### src/rtl/mbe_mult_sched.sv
// Two-requester round-robin scheduler in front of one shared signed multiplier.
// S1 registers the granted operands and drives the multiplier. S2 registers
// the product and returns it to the port that issued the request.
module mbe_mult_sched #(
  parameter int unsigned DW = 32
) (
  input  logic            CLK,
  input  logic            RST,
  input  logic            req0_valid,
  output logic            req0_ready,
  input  logic [DW-1:0]   req0_a,
  input  logic [DW-1:0]   req0_b,
  input  logic            req1_valid,
  output logic            req1_ready,
  input  logic [DW-1:0]   req1_a,
  input  logic [DW-1:0]   req1_b,
  output logic            rsp0_valid,
  input  logic            rsp0_ready,
  output logic [2*DW-1:0] rsp0_p,
  output logic            rsp1_valid,
  input  logic            rsp1_ready,
  output logic [2*DW-1:0] rsp1_p,
  output logic [DW-1:0]   mul_a,
  output logic [DW-1:0]   mul_b,
  input  logic [2*DW-1:0] mul_p,
  output logic            busy
);

  logic            s1_v_q, s1_own_q;
  logic [DW-1:0]   s1_a_q, s1_b_q;
  logic            s2_v_q, s2_own_q;
  logic [2*DW-1:0] s2_p_q;
  logic            last_q;

  logic s2_adv, s2_free, s1_adv, s1_free;
  logic grant0, grant1, acc0, acc1;

  // Pipeline advance conditions and round-robin grant.
  always_comb begin
    s2_adv  = s2_v_q & (s2_own_q ? rsp1_ready : rsp0_ready);
    s2_free = ~s2_v_q | s2_adv;
    s1_adv  = s1_v_q & s2_free;
    s1_free = ~s1_v_q | s1_adv;
    // Under contention the port that was not granted last time wins.
    grant0  = req0_valid & (~req1_valid | last_q);
    grant1  = req1_valid & (~req0_valid | ~last_q);
    // Ready is forced low while reset is asserted.
    req0_ready = grant0 & s1_free & ~RST;
    req1_ready = grant1 & s1_free & ~RST;
    acc0    = req0_valid & req0_ready;
    acc1    = req1_valid & req1_ready;
  end

  // Stage 1: capture the granted request; drain into S2 when it frees.
  always_ff @(posedge CLK) begin
    if (RST) begin
      s1_v_q   <= 1'b0;
      s1_own_q <= 1'b0;
      s1_a_q   <= '0;
      s1_b_q   <= '0;
      last_q   <= 1'b1;
    end else if (acc0 | acc1) begin
      s1_v_q   <= 1'b1;
      s1_own_q <= acc1;
      s1_a_q   <= acc1 ? req1_a : req0_a;
      s1_b_q   <= acc1 ? req1_b : req0_b;
      last_q   <= acc1;
    end else if (s1_adv) begin
      s1_v_q   <= 1'b0;
    end
  end

  // Stage 2: capture the product when S1 advances; clear when consumed.
  always_ff @(posedge CLK) begin
    if (RST) begin
      s2_v_q   <= 1'b0;
      s2_own_q <= 1'b0;
      s2_p_q   <= '0;
    end else if (s1_adv) begin
      s2_v_q   <= 1'b1;
      s2_own_q <= s1_own_q;
      s2_p_q   <= mul_p;
    end else if (s2_adv) begin
      s2_v_q   <= 1'b0;
    end
  end

  // Output routing: both ports see the same product, qualified by owner.
  always_comb begin
    mul_a      = s1_a_q;
    mul_b      = s1_b_q;
    rsp0_valid = s2_v_q & ~s2_own_q;
    rsp1_valid = s2_v_q & s2_own_q;
    rsp0_p     = s2_p_q;
    rsp1_p     = s2_p_q;
    busy       = s1_v_q | s2_v_q;
  end

endmodule

### config.mk
export PLATFORM = sky130hd
export DESIGN_NAME = mbe_mult_sched
export DESIGN_NICKNAME = d
export VERILOG_FILES = /design/src/rtl/mbe_mult_sched.sv
export SDC_FILE = /design/constraint.sdc
export NUM_CORES = 1
export LEC_CHECK = 0
export BUFFER_PORTS_ARGS = -buffer_cell sky130_fd_sc_hd__buf_2
export CORE_AREA = 2 2 152 154
export CTS_CLUSTER_DIAMETER = 80
export DETAILED_ROUTE_END_ITERATION = 6
export DIE_AREA = 0 0 154 156
export PLACE_DENSITY_LB_ADDON = 0.25
export SLEW_MARGIN = 20
export SYNTH_ARGS = -nofsm -noshare
export SYNTH_HDL_FRONTEND = slang
export SYNTH_SLANG_ARGS = --single-unit
export TNS_END_PERCENT = 1
### constraint.sdc
create_clock -name CLK -period 1.57 [get_ports CLK]
set_input_delay 0.314 -clock CLK [delete_from_list [all_inputs] [get_ports CLK]]
set_output_delay 0.314 -clock CLK [all_outputs]
set_load 0.1 [all_outputs]
# [After elaboration in Yosys (flattened, before gate mapping)]
# Cells that the tools add are included.
[classes] n_addsub=0 n_mul=0 n_div=0 order_cmp=0 eq_ne=0 shifts=0 mux=7 n_bitwise=25 n_reduce_logical=2
[op_table] op="2-to-1 mux 32 bit" count=2
[op_table] op="AND 1 bit" count=12
[op_table] op="NOT 1 bit" count=7
[op_table] op="OR 1 bit" count=6
[op_table] op="2-to-1 mux 1 bit" count=5
[op_table] op="nonzero test 2 bit" count=2
[word_totals] ff_bits=133 latch_bits=0 ram_bits=0 rom_bits=0 in_bits=198 n_memories=0

# [Logic depth before layout (Yosys ltp)]
[depth] depth_word=10 mapped_depth=7

# [Worst setup path after synthesis]
# Ideal clock, no wire load.
[synth_timing] path_kind="reg-to-output" from="register s2_v_q" to="output port req1_ready" t_arrival_ns=2.440 required_time_ns=1.256 path_slack_ns=-1.184 stages_incl_launch_ff=8 path_buffers=4 cell_sequence="dfxtp_1 -> buf_2 -> and2_1 -> buf_2 -> buf_2 -> buf_2 -> a21o_1 -> nor2_1"
[synth_via] elab_chain_cells=6
[synth_lines] element="from (decl)" line="31" source="logic s2_v_q, s2_own_q;"
[synth_lines] element="from (signal assigned)" line="76" source="s2_v_q <= 1'b0;"
[synth_lines] element="from (signal assigned)" line="80" source="s2_v_q <= 1'b1;"
[synth_lines] element="from (signal assigned)" line="84" source="s2_v_q <= 1'b0;"
[synth_lines] element="AND 1 bit or NOT 1 bit (tied branches)" line="40, 41"
[synth_lines] element="OR 1 bit (*)" line="41" source="s2_free = ~s2_v_q | s2_adv;"
[synth_lines] element="AND 1 bit (*)" line="42" source="s1_adv = s1_v_q & s2_free;"
[synth_lines] element="OR 1 bit (*)" line="43" source="s1_free = ~s1_v_q | s1_adv;"
[synth_lines] element="AND 1 bit (*) (2 in a row)" line="49" source="req1_ready = grant1 & s1_free & ~RST;"
[synth_lines] element="to (decl)" line="14" source="output logic req1_ready,"
# Every way passes the cells marked *; elsewhere a longest branch is shown, timed or not.

# [Worst setup path in the final report]
[layout_timing] from="register s2_own_q" to="output port req1_ready"
[layout_via] elab_chain_cells=7
[layout_lines] element="from (decl)" line="31"
[layout_lines] element="from (signal assigned)" line="81" source="s2_own_q <= s1_own_q;"
[layout_lines] element="2-to-1 mux 1 bit" line="40" source="s2_adv = s2_v_q & (s2_own_q ? rsp1_ready : rsp0_ready);"
[layout_lines] element="AND 1 bit" line="40"
[layout_lines] element="OR 1 bit" line="41"
[layout_lines] element="AND 1 bit" line="42"
[layout_lines] element="OR 1 bit" line="43"
[layout_lines] element="AND 1 bit (2 in a row)" line="49"
# No other way between the ends.

==> impl_metrics.yaml <==
power_and_ir_drop:
  power.leakage_nw: 4.84
  p_per_area_nw_per_um2: 1210
  power_w: 0.0132
  ir_worst_vdd_mv: 0.563
critical_path:
  cpPeakStageDelay_ns: 0.36
  critPathCaptureType: "output port"
  arrival_ns: 1.59
  start_kind: "register"
  reg2reg_slack_ns: -0.12
  worst-setup-path-type: "register to output port"
  critPathSlowestCell: "dfxtp_2"
  worstPathMaxFanout: 3
  path_cells: "mux2i_4 > buf_6 > a21o_1 > nor2_4 > buf_12"
  required_ns: 1.26
routing:
  wl_per_cell_um: 18.9
  maxUsedRoutingLayer: "met5"
  wl_mm: 27.1
  vias: 7401
  wl_met3_mm: 2.16
  first_pass_iters: 4
  viasPerCell: 5.15
  wl_met1_mm: 10.5
  drc: 0
  drt_iter0_markers: 367
  dr_wl_met2_mm: 13.9
  drtAntennaViolNets: 0
place:
  dp_hpwl_mm: 19.1
  dp_worst_setup_slack_ns: -0.115
  io_buffers: 394
  gp_congestion: 0.813
global_route:
  grt_pass1_wl_mm: 40.2
  grt_overflow: 0
  grt_usage: 0.213
  grt_antenna_before_repair: 3
  grt_max_degree: 66
  grt_pass1_vias: 7094
floorplanning:
  num_rows: 55
  boundaryPins: 395
  dieArea_sq_um: 24000
  core-area_sq_um: 22400
  die_w_um: 154
  initial_core_util: 0.328
  die_h_um: 156
sta:
  clock_skew_ns: 0.00780
  setup_tns_ns: -5.68
  fmax_mhz: 526
  worst_slew_pin_slew_ns: 0.557
  maxSlewHeadroom: 0.629
  min_period_ns: 1.90
  drv_slew: 0
  timing.final.crit_share: 1.21
  rsz0062_at_grt: "true"
  holdWs_ns: 0.141
  finalHoldViolations: 0
  layout_setup_ws_ns: -0.332
  setup_violations: 86
logic_synthesis:
  yosysTopAreaCellShare: 0.363
  syn_inst: 826
  ys_seq_elements: 133
  synthTopCellsByArea: "dfxtp_1 (36%), mux2i_1 (8.9%), o32ai_1 (7.6%)"
  syn_area_sq_um: 7340
  seq_area_frac_synth: 0.363
  synth_nets: 1024
  yosys.area.top_type: "dfxtp_1"
  ys_types: 29
  ys_warn_count: 0
  syn_avg_cell_area_sq_um: 8.88
layout:
  drive_gt1_frac: 0.484
  final_cell_mix: "buf_2 (317), nand2_1 (130), dfxtp_1 (130)"
  area_growth_pct: 48.9
  nets: 1334
  final_common_cell: "buf_2"
  fillers: 2086
clock_tree:
  root_buffer: "clkbuf_16"
  clkLatencyLatePin_ns: 0.42
  cts_max_level: 4
  clock_sinks: 133
  clock_path_buffers: 2
  clkTransAtPathRegs_ns: 0.06
  cts_tree: "done"
  cts_buffers: 17
run:
  cap_viol_max_count: 0
worst_hold_path:
  hold_class: "input pin to register"
run_status:
  violations: "setup timing"
  status: "finished with violations"
## cell usage after synthesis
library cell	number
mux2i_2	1
o22ai_1	1
o32ai_1	64
inv_1	66
buf_6	1
clkbuf_1	63
a2111oi_1	1
and2_1	3
a221oi_2	1
o211ai_1	1
a2111oi_0	34
a21oi_1	1
clkinv_1	1
a211oi_1	65
a21bo_2	1
a21boi_1	1
a2111oi_2	29
mux2_2	1
buf_1	1
nor2b_1	1
nand2_1	130
mux2i_1	65
nand3b_1	64
a21o_1	1
buf_4	70
nor2_1	3
dfxtp_1	133
buf_2	22
or2_2	1
## layer usage
layer  up-vias  GRT usage
met5         -          0
met4         4     0.0650
met3        35     0.0614
met2       322      0.377
met1      3456      0.249
li1       3584          -
## report_power, final
group | switching [W] | internal (W) | total (W)
Clock | 0.00171 | 0.00243 | 0.00414
Sequential | 0.000205 | 0.00365 | 0.00386
Combinational | 0.00392 | 0.00126 | 0.00518
## through the flow
stage / instance area (sq um) / std cells / util
4_1_cts: 10600 / 1434 / 0.474
6_report: 10900 / 1436 / 0.489
3_5_place_dp: 9610 / 1397 / 0.430
5_1_grt: 10900 / 1435 / 0.489
3_3_place_gp: 9610 / 1397 / 0.430
2_1_floorplan: 7370 / 826 / -
## path summary, 6_finish.rpt
kind                           start                       to  cells after the start
max            s2_own_q$_SDFFE_PP0P_               req1_ready                      5
min                        mul_p[62]  rsp0_p[62]$_SDFFE_PP0P_                      3
max reg2reg    s2_own_q$_SDFFE_PP0P_    mul_a[1]$_SDFFE_PP0P_                      6
min reg2reg  rsp0_p[11]$_SDFFE_PP0P_  rsp0_p[11]$_SDFFE_PP0P_                      2
## registers in the layout, indices dropped and copies added (netlist names)
register	flops
mul_a	32
last_q	1
s2_own_q	1
mul_b	32
s1_own_q	1
rsp0_p	64
s2_v_q	1
s1_v_q	1
## worst max-delay path, delay by kind of cell, from the launching register on
kind / cells / cell delay (ns)
AND/OR/NAND/NOR: 1 / 0.05
multiplexers: 1 / 0.30
flip-flops: 1 / 0.36
AO/OA/AOI/OAI: 1 / 0.17
buffers and inverters: 2 / 0.30
## repair_timing
action / CTS / global route
hold buffers: 0 / 0
pin swaps: 7 / 13
hold endpoints to repair: 0 / 0
cloned: 2 / 0
setup buffers: 3 / 0
setup endpoints to repair: 104 / 174
resized for setup: 96 / 69
## area by class of cell
cell class,count,area (sq um),share of cell area
inverters,67,254,0.0232
repair buffers,448,3060,0.280
well taps,285,357,0.0326
clock inverters,14,164,0.0150
multi-input cells,469,3990,0.365
diodes,2,5.00,0.000458
clock buffers,18,439,0.0402
flip-flops and latches,133,2670,0.244
## cells by family (layout without fill, tap and decap cells)
group           Yosys count  count (layout)  synth area share
other cells               0               2                 0
compound gates          200             200             0.252
simple gates            202             202             0.138
mux                      67              67            0.0921
flops                   133             133             0.363
buf+inv                 224             547             0.155
Power figures use the tool's default switching activity.
